`src/rtl/imem_loader.sv`:
```
// imem_loader: boot-time instruction-memory writer. Takes a UART byte
// stream (4-byte little-endian word count, N data words, XOR checksum),
// writes the words to consecutive word addresses from 0, and releases the
// CPU core from reset only after a load with a matching checksum.
module imem_loader #(
  parameter int ADDR_W = 10
) (
  input  logic              CLK,
  input  logic              RST,
  input  logic              Start,
  input  logic              RxValid,
  input  logic [7:0]        RxData,
  output logic              WE,
  output logic [ADDR_W-1:0] WAddr,
  output logic [31:0]       WData,
  output logic              CpuRstN,
  output logic              Busy,
  output logic              Done,
  output logic              Error
);

  localparam logic [32:0] MAX_N = 33'(2**ADDR_W);

  typedef enum logic [2:0] {
    S_IDLE, S_LEN, S_DATA, S_CHK, S_DONE, S_ERR
  } state_t;

  state_t            state_q, state_d;
  logic [1:0]        byte_cnt_q, byte_cnt_d;
  logic [ADDR_W:0]   word_idx_q, word_idx_d;   // one extra bit so N = 2**ADDR_W fits
  logic [31:0]       len_q, len_d;
  logic [7:0]        chk_q, chk_d;
  logic [23:0]       asm_q, asm_d;             // low three bytes of the word in progress
  logic              we_q, we_d;
  logic [ADDR_W-1:0] waddr_q, waddr_d;
  logic [31:0]       wdata_q, wdata_d;
  logic              cpu_rst_n_q, busy_q, done_q, error_q;
  logic [31:0]       len_full;
  logic [31:0]       words_written;

  // Register the FSM state, datapath and all outputs.
  always_ff @(posedge CLK or negedge RST) begin
    if (!RST) begin
      state_q     <= S_IDLE;
      byte_cnt_q  <= '0;
      word_idx_q  <= '0;
      len_q       <= '0;
      chk_q       <= '0;
      asm_q       <= '0;
      we_q        <= 1'b0;
      waddr_q     <= '0;
      wdata_q     <= '0;
      cpu_rst_n_q <= 1'b0;
      busy_q      <= 1'b0;
      done_q      <= 1'b0;
      error_q     <= 1'b0;
    end else begin
      // NOTE: non-blocking assignments here so every register samples the
      // pre-edge values computed by the combinational block.
      state_q     <= state_d;
      byte_cnt_q  <= byte_cnt_d;
      word_idx_q  <= word_idx_d;
      len_q       <= len_d;
      chk_q       <= chk_d;
      asm_q       <= asm_d;
      we_q        <= we_d;
      waddr_q     <= waddr_d;
      wdata_q     <= wdata_d;
      cpu_rst_n_q <= (state_d == S_DONE);
      busy_q      <= (state_d == S_LEN) || (state_d == S_DATA) || (state_d == S_CHK);
      done_q      <= (state_d == S_DONE);
      error_q     <= (state_d == S_ERR);
    end
  end

  // Next-state and datapath: one received byte is consumed per cycle.
  always_comb begin
    // NOTE: every signal gets its hold value first, so no path through the
    // case below can leave one unassigned and infer a latch.
    state_d    = state_q;
    byte_cnt_d = byte_cnt_q;
    word_idx_d = word_idx_q;
    len_d      = len_q;
    chk_d      = chk_q;
    asm_d      = asm_q;
    we_d       = 1'b0;
    waddr_d    = waddr_q;
    wdata_d    = wdata_q;
    len_full      = {RxData, len_q[23:0]};
    words_written = 32'(word_idx_q) + 32'd1;

    case (state_q)
      S_IDLE, S_DONE, S_ERR: begin
        // Start takes priority; any byte arriving with it is dropped.
        if (Start) begin
          state_d    = S_LEN;
          byte_cnt_d = '0;
          word_idx_d = '0;
          chk_d      = '0;
        end
      end

      S_LEN: begin
        if (RxValid) begin
          byte_cnt_d = byte_cnt_q + 2'd1;
          case (byte_cnt_q)
            2'd0: len_d[7:0]   = RxData;
            2'd1: len_d[15:8]  = RxData;
            2'd2: len_d[23:16] = RxData;
            default: begin
              len_d = len_full;
              if ({1'b0, len_full} > MAX_N) state_d = S_ERR;
              else if (len_full == 32'd0)   state_d = S_CHK;
              else                          state_d = S_DATA;
            end
          endcase
        end
      end

      S_DATA: begin
        if (RxValid) begin
          chk_d      = chk_q ^ RxData;
          byte_cnt_d = byte_cnt_q + 2'd1;
          case (byte_cnt_q)
            2'd0: asm_d[7:0]   = RxData;
            2'd1: asm_d[15:8]  = RxData;
            2'd2: asm_d[23:16] = RxData;
            default: begin
              we_d       = 1'b1;
              waddr_d    = word_idx_q[ADDR_W-1:0];
              wdata_d    = {RxData, asm_q};
              word_idx_d = word_idx_q + 1'b1;
              if (words_written == len_q) state_d = S_CHK;
            end
          endcase
        end
      end

      S_CHK: begin
        if (RxValid) state_d = (RxData == chk_q) ? S_DONE : S_ERR;
      end

      default: state_d = S_IDLE;
    endcase
  end

  assign WE      = we_q;
  assign WAddr   = waddr_q;
  assign WData   = wdata_q;
  assign CpuRstN = cpu_rst_n_q;
  assign Busy    = busy_q;
  assign Done    = done_q;
  assign Error   = error_q;

endmodule
```
`config.mk`:
```
export PLATFORM = sky130hd
export DESIGN_NAME = imem_loader
export DESIGN_NICKNAME = d
export VERILOG_FILES = /design/src/rtl/imem_loader.sv
export SDC_FILE = /design/constraint.sdc
export NUM_CORES = 1
export LEC_CHECK = 0
export ABC_AREA = 1
export BUFFER_PORTS_ARGS = -buffer_cell sky130_fd_sc_hd__buf_2
export CAP_MARGIN = 20
export CORE_AREA = 10 10 122 124
export CTS_CLUSTER_DIAMETER = 100
export DETAILED_ROUTE_END_ITERATION = 16
export DIE_AREA = 0 0 132 134
export PLACE_DENSITY_LB_ADDON = 0.2
export SETUP_SLACK_MARGIN = 0.05
export SLEW_MARGIN = 25
export SYNTH_ARGS = -nofsm -noshare
export SYNTH_HDL_FRONTEND = slang
export SYNTH_SLANG_ARGS = --single-unit
```
`constraint.sdc`:
```
create_clock -name CLK -period 1.7 [get_ports CLK]
set_input_delay 0.17 -clock CLK [delete_from_list [all_inputs] [get_ports CLK]]
set_output_delay 0.17 -clock CLK [all_outputs]
set_load 0.01 [all_outputs]
```
# Word level (Yosys, flattened, before mapping)
# Index checks and enable logic that the tools add are counted.
dict set report word_totals {
  input_bits 12
  out_inout_bits 47
  elab_cells 86
  regBits 126
}
dict set report classes {
  eq_ne 18
  bitwise_logic 2
  addsub 3
  n_reduce_logical 21
  n_mux 24
  magnitude_cmp 1
}
# op n
set ops {}
lappend ops {{$mux 11} 3}
lappend ops {{$eq 12x32->1} 1}
lappend ops {{$gt 32x11->1 const B} 1}
lappend ops {{$logic_not 32->1} 1}
lappend ops {{$reduce_and 3->1} 10}
lappend ops {{$mux 3} 8}
lappend ops {{$pmux 11 s2} 1}
lappend ops {{$mux 8} 2}
lappend ops {{$pmux 8 s2} 1}
lappend ops {{$add 11x1->12 const B} 1}
lappend ops {{$eq 3x2->1 const B} 4}
lappend ops {{$eq 3x3->1 const B} 4}
lappend ops {{$pmux 3 s4} 1}
lappend ops {{$add 11x1->11 const B} 1}
lappend ops {{$eq 8x8->1} 1}
lappend ops {{$xor 8x8->8} 1}
lappend ops {{$eq 3x1->1 const B} 2}
lappend ops {{$ne 2x2->1 const B} 3}
lappend ops {{$reduce_or 3->1} 2}
lappend ops {{$mux 1} 5}
lappend ops {{$mux 2} 2}
lappend ops {{$pmux 2 s2} 1}
lappend ops {{$reduce_and 4->1} 1}
lappend ops {{$reduce_bool 2->1} 2}
lappend ops {{other kinds (9)} 10}

# Logic depth before layout (Yosys ltp)
dict set report logic_depth {
  depth_word 9
  ltp_mapped 15
  depth_no_buf 15
}

# Worst setup path before layout
# No wires, ideal clock.
dict set report synth_path {
  path_kind {reg2reg}
  start {register word_idx_q[0]}
  end {register done_q, in the netlist Done}
  n_path_buf 0
  setup_time_ps 127
  path_slack_ps 57
  stages_incl_launch_ff 14
  required_time_ps 1573
  t_arrival_ps 1516
  synth_period_minus_slack_ps 1643
  path_cell_list {dfrtp_1 -> ha_1 -> nand2_1 -> nor2_1 -> nand2_1 -> nor2_1 -> nand2_1 -> nand2_1 -> nand2_1 -> nand2_1 -> nor2_1 -> nand3_1 -> nand2_1 -> nor2_1}
}
dict set report synth_via {
  elab_chain_len 7
}
# item line
set synth_rtl {}
lappend synth_rtl {{from (decl)} 30} ;# logic [ADDR_W:0] word_idx_q, word_idx_d;
lappend synth_rtl {{from (signal assigned)} 62} ;# word_idx_q <= word_idx_d;
lappend synth_rtl {{$add 11x1->12} 90} ;# words_written = 32'(word_idx_q) + 32'd1;
lappend synth_rtl {{$eq 12x32->1} 133} ;# if (words_written == len_q) state_d = S_CHK;
lappend synth_rtl {{$mux 3} 133}
lappend synth_rtl {{$mux 3} 124} ;# case (byte_cnt_q)
lappend synth_rtl {{$mux 3} 121} ;# if (RxValid) begin
lappend synth_rtl {{$pmux 3 s4} 92} ;# case (state_q)
lappend synth_rtl {{named net state_d[0]} 28} ;# state_t state_q, state_d;
lappend synth_rtl {{$eq 3x3->1} 71} ;# done_q <= (state_d == S_DONE);
lappend synth_rtl {{to (signal assigned)} 71}
lappend synth_rtl {{to (decl)} 37} ;# logic cpu_rst_n_q, busy_q, done_q, error_q;
# The timed path passes the listed nets, and every way through them passes these cells.
# A chain may end at the register's enable or synchronous reset.

# Final worst setup path
# Ends and elaborated chain as after synthesis.

==> reports/results.txt <==
Vias - 4510
Core area - 0.0125 mm2
DP HPWL - 9260 um
Final instance area - 0.00707 mm2
VDD IR max - 611 uV
DRT iter0 DRCs - 403
Clock sinks - 126
Die H - 134 um
CP Max Fanout - 4
Post-route setup slack - -11.7 ps
RSZ-0062 raised after global routing - yes
Sequential area share after synthesis - 57.1%
Global-route wire length before repair - 22300 um
Mapped Cells - 650
CP Launch Type - flip-flop
Power per Cell Area - 1360 mW/mm2
Worst path most repeated cell - nand2_1
Mapped cell area - 0.00553 mm2
IO buf count - 58
FF-to-FF path depth - 13
DP Area - 0.00626 mm2
Pre-CTS setup slack - -104 ps
N_diodes - 0
Hold WC Path Type - in2reg
GRT Util Overall - 15.6%
Cts bufs inserted - 17
Arrival time of the worst setup path - 2010 ps
Yosys reg bits - 126
R2r endpoint - Done$_DFF_PN0_
H-tree Lvls - 4
Relative slew slack - 67.9%
Slowest CP cell - dfrtp_1
FMAX - 0.584 GHz
Main synth FF type - dfrtp_1
Reg-to-reg startpoint - word_idx_q[0]$_DFFE_PN0P_
Initial core utilization - 44.3%
Post-synth EDFFs - 0
Nets - 768
Vias in the first global route - 4440
FF-to-FF setup slack - -10 ps
Max-cap viol count - 0
Leak - 3.72 nW
Minimum clock period - 1710 ps
Placer Congestion - 0.882
Failing checks - negative setup slack
Layout area overhead - 28.0%
CTS tree - yes
Yosys top cell by area - dfrtp_1
Grt total ovfl - 0
CP max stage delay - 410 ps
Endpoint type of the worst setup path - flip-flop
Hold path startpoint - RxData[3]
Asr flop ratio synth - 100%
Top-area cell type share of the netlist area - 57.1%
Status - finished with violations
Worst EP required - 2000 ps
WL final - 13500 um
WHS Path Cells - 3
Clock root cell - clkbuf_16
WL per Instance - 14.4 um
Final hold viol count - 0
Critical-path cell list - buf_4, nand3_4, inv_2, nand2_1, inv_1, nand2_1, nand2_1, nand2_1, nand3_1, nor2_1, nand3_2, nand2_2, nor2_1
ANT nets after route - 0
Die X - 132 um
Clk slew on worst S/H paths - 60 ps
Largest net degree at the start of global routing - 69
Num rows - 41
DRT Pass-1 Iters - 5
Clock Latency Late Sink - 420 ps
Die Footprint - 0.0177 mm2
# setup viols final - 2
Syn_area_per_cell - 8.50 um2
Clock tree buffer depth - 2
Worst-Margin Slew - 481 ps
Worst hold margin - 108 ps
# DRC - 0
Mapped Nets - 667
Max-slew violations - 0
Initial antenna violation count - 0
Worst setup path category - reg2reg
Worst Skew - 7.60 ps
Ports - 59
Final Cycle Share - 101%
Vias per cell - 4.82
Hold Path End - chk_q[3]$_DFFE_PN0P_
Syn. warnings - 0
Final Core Density - 56.8%
Tot Pwr - 9.63 mW
Synth cell types - 30
Layout cells sized above 1 - 22.9%
Top post-synthesis cells by area - dfrtp_1 57%, nand2_1 16%, o21ai_0 7.1%, inv_1 4.6%, nor2_1 2.7%
==> critical path: cells and delay by family (launching register included) <==
family                 cells  cell delay [ps]
and+or+nand+nor           10              900
buffers and inverters      3              290
DFF                        1              410
==> routing by layer <==
layer  vias up  part of all wire, %  global-route usage (%)
li1       2264                    -                       -
met4         0                  1.9                    6.00
met1      2127                   45                    20.3
met2        99                   48                    24.0
met5         -                    0                       0
met3        20                  5.3                    4.78
==> power breakdown <==
part           internal, mW  switching (mW)
Sequential             3.40           0.217
Combinational         0.929            1.30
Clock                  2.44            1.33
Total                  6.78            2.85
==> synthesized netlist by cell type, types with 2 or more instances <==
| library cell | n |
|---|---|
| xnor2_1 | 6 |
| inv_2 | 2 |
| o21ai_0 | 78 |
| buf_1 | 2 |
| buf_4 | 2 |
| nor2_1 | 40 |
| o31ai_1 | 4 |
| o21bai_1 | 2 |
| buf_2 | 2 |
| nand4_1 | 5 |
| ha_1 | 5 |
| nor2_2 | 2 |
| xnor3_1 | 2 |
| a21oi_1 | 7 |
| dfrtp_1 | 126 |
| o22ai_1 | 9 |
| inv_1 | 68 |
| nand3_1 | 24 |
| xor2_1 | 4 |
| nand2_1 | 238 |
| clkbuf_1 | 12 |
| o31ai_2 | 2 |
==> kinds of logic (layout without fill, tap and decap cells) <==
kind of cell / Yosys count / count (layout) / synth area share, %
DFF: 126 / 126 / 57.1
xor gates and xnor gates: 12 / 12 / 2.40
buffers and inverters: 89 / 203 / 6.36
and+or+nand+nor: 313 / 313 / 22.6
AOI/OAI and AO/OA: 105 / 105 / 10.4
adders and majority gates: 5 / 5 / 1.13
==> cell type report <==
class,instances,area (um2)
fill,1119,5390
tap,172,215
timing repair buffer,101,672
clock buffer,17,425
clock inverter,15,193
sequential,126,3150
inverter,70,263
multi-input combinational,435,2150
==> stage by stage <==
| step | std cells | setup TNS (ps) |
|---|---|---|
| after global routing | 936 | -470 |
| final | 936 | -20.6 |
| after CTS | 932 | -8.10 |
| after global placement | 896 | -10.7 |
| after detailed placement | 896 | -204 |
| after floorplan | 650 | 0 |
==> placed cells by master (no fill, tap or decap), types with 4 or more instances in the layout <==
cell type,netlist,routed
a21oi_2,1,6
nand4_1,5,5
clkinv_2,0,6
inv_2,2,8
nor2_4,1,6
nor2_2,2,5
nand2_1,238,227
o31ai_1,4,4
ha_1,5,4
bufinv_16,0,4
buf_4,2,38
nand3_1,24,22
buf_12,0,4
nand2_2,0,9
nor2_1,40,32
xnor2_1,6,6
buf_2,2,57
dfrtp_1,126,126
clkbuf_16,0,17
o21ai_0,78,76
xor2_1,4,4
o22ai_1,9,9
inv_1,68,61
==> registers in the layout, summed over array words and instances (netlist names) <==
signal / cells
Busy: 1
Done: 1
Error: 1
WAddr: 10
WData: 32
WE: 1
asm_q: 24
byte_cnt_q: 2
chk_q: 8
len_q: 32
state_q: 3
word_idx_q: 11
==> how the worst max path moves through the flow <==
| stage | endpoint | from | depth (start not counted) |
|---|---|---|---|
| floorplan | Done$_DFF_PN0_ | word_idx_q[0]$_DFFE_PN0P_ | 13 |
| global placement | Done$_DFF_PN0_ | word_idx_q[0]$_DFFE_PN0P_ | 13 |
| detailed placement | Done$_DFF_PN0_ | word_idx_q[1]$_DFFE_PN0P_ | 12 |
| CTS | Done$_DFF_PN0_ | word_idx_q[1]$_DFFE_PN0P_ | 13 |
| global route | Busy$_DFF_PN0_ | word_idx_q[0]$_DFFE_PN0P_ | 13 |
| finish | Done$_DFF_PN0_ | word_idx_q[0]$_DFFE_PN0P_ | 13 |
==> repair_timing <==
action                                 CTS  global route
endpoints found under the hold margin   29             0
pin swaps                               11            11
hold buffers                             1             0
setup endpoints to repair               15            69
resized for setup                       16            29
buffers inserted                         3             4
(Power assumes the default switching activity.)
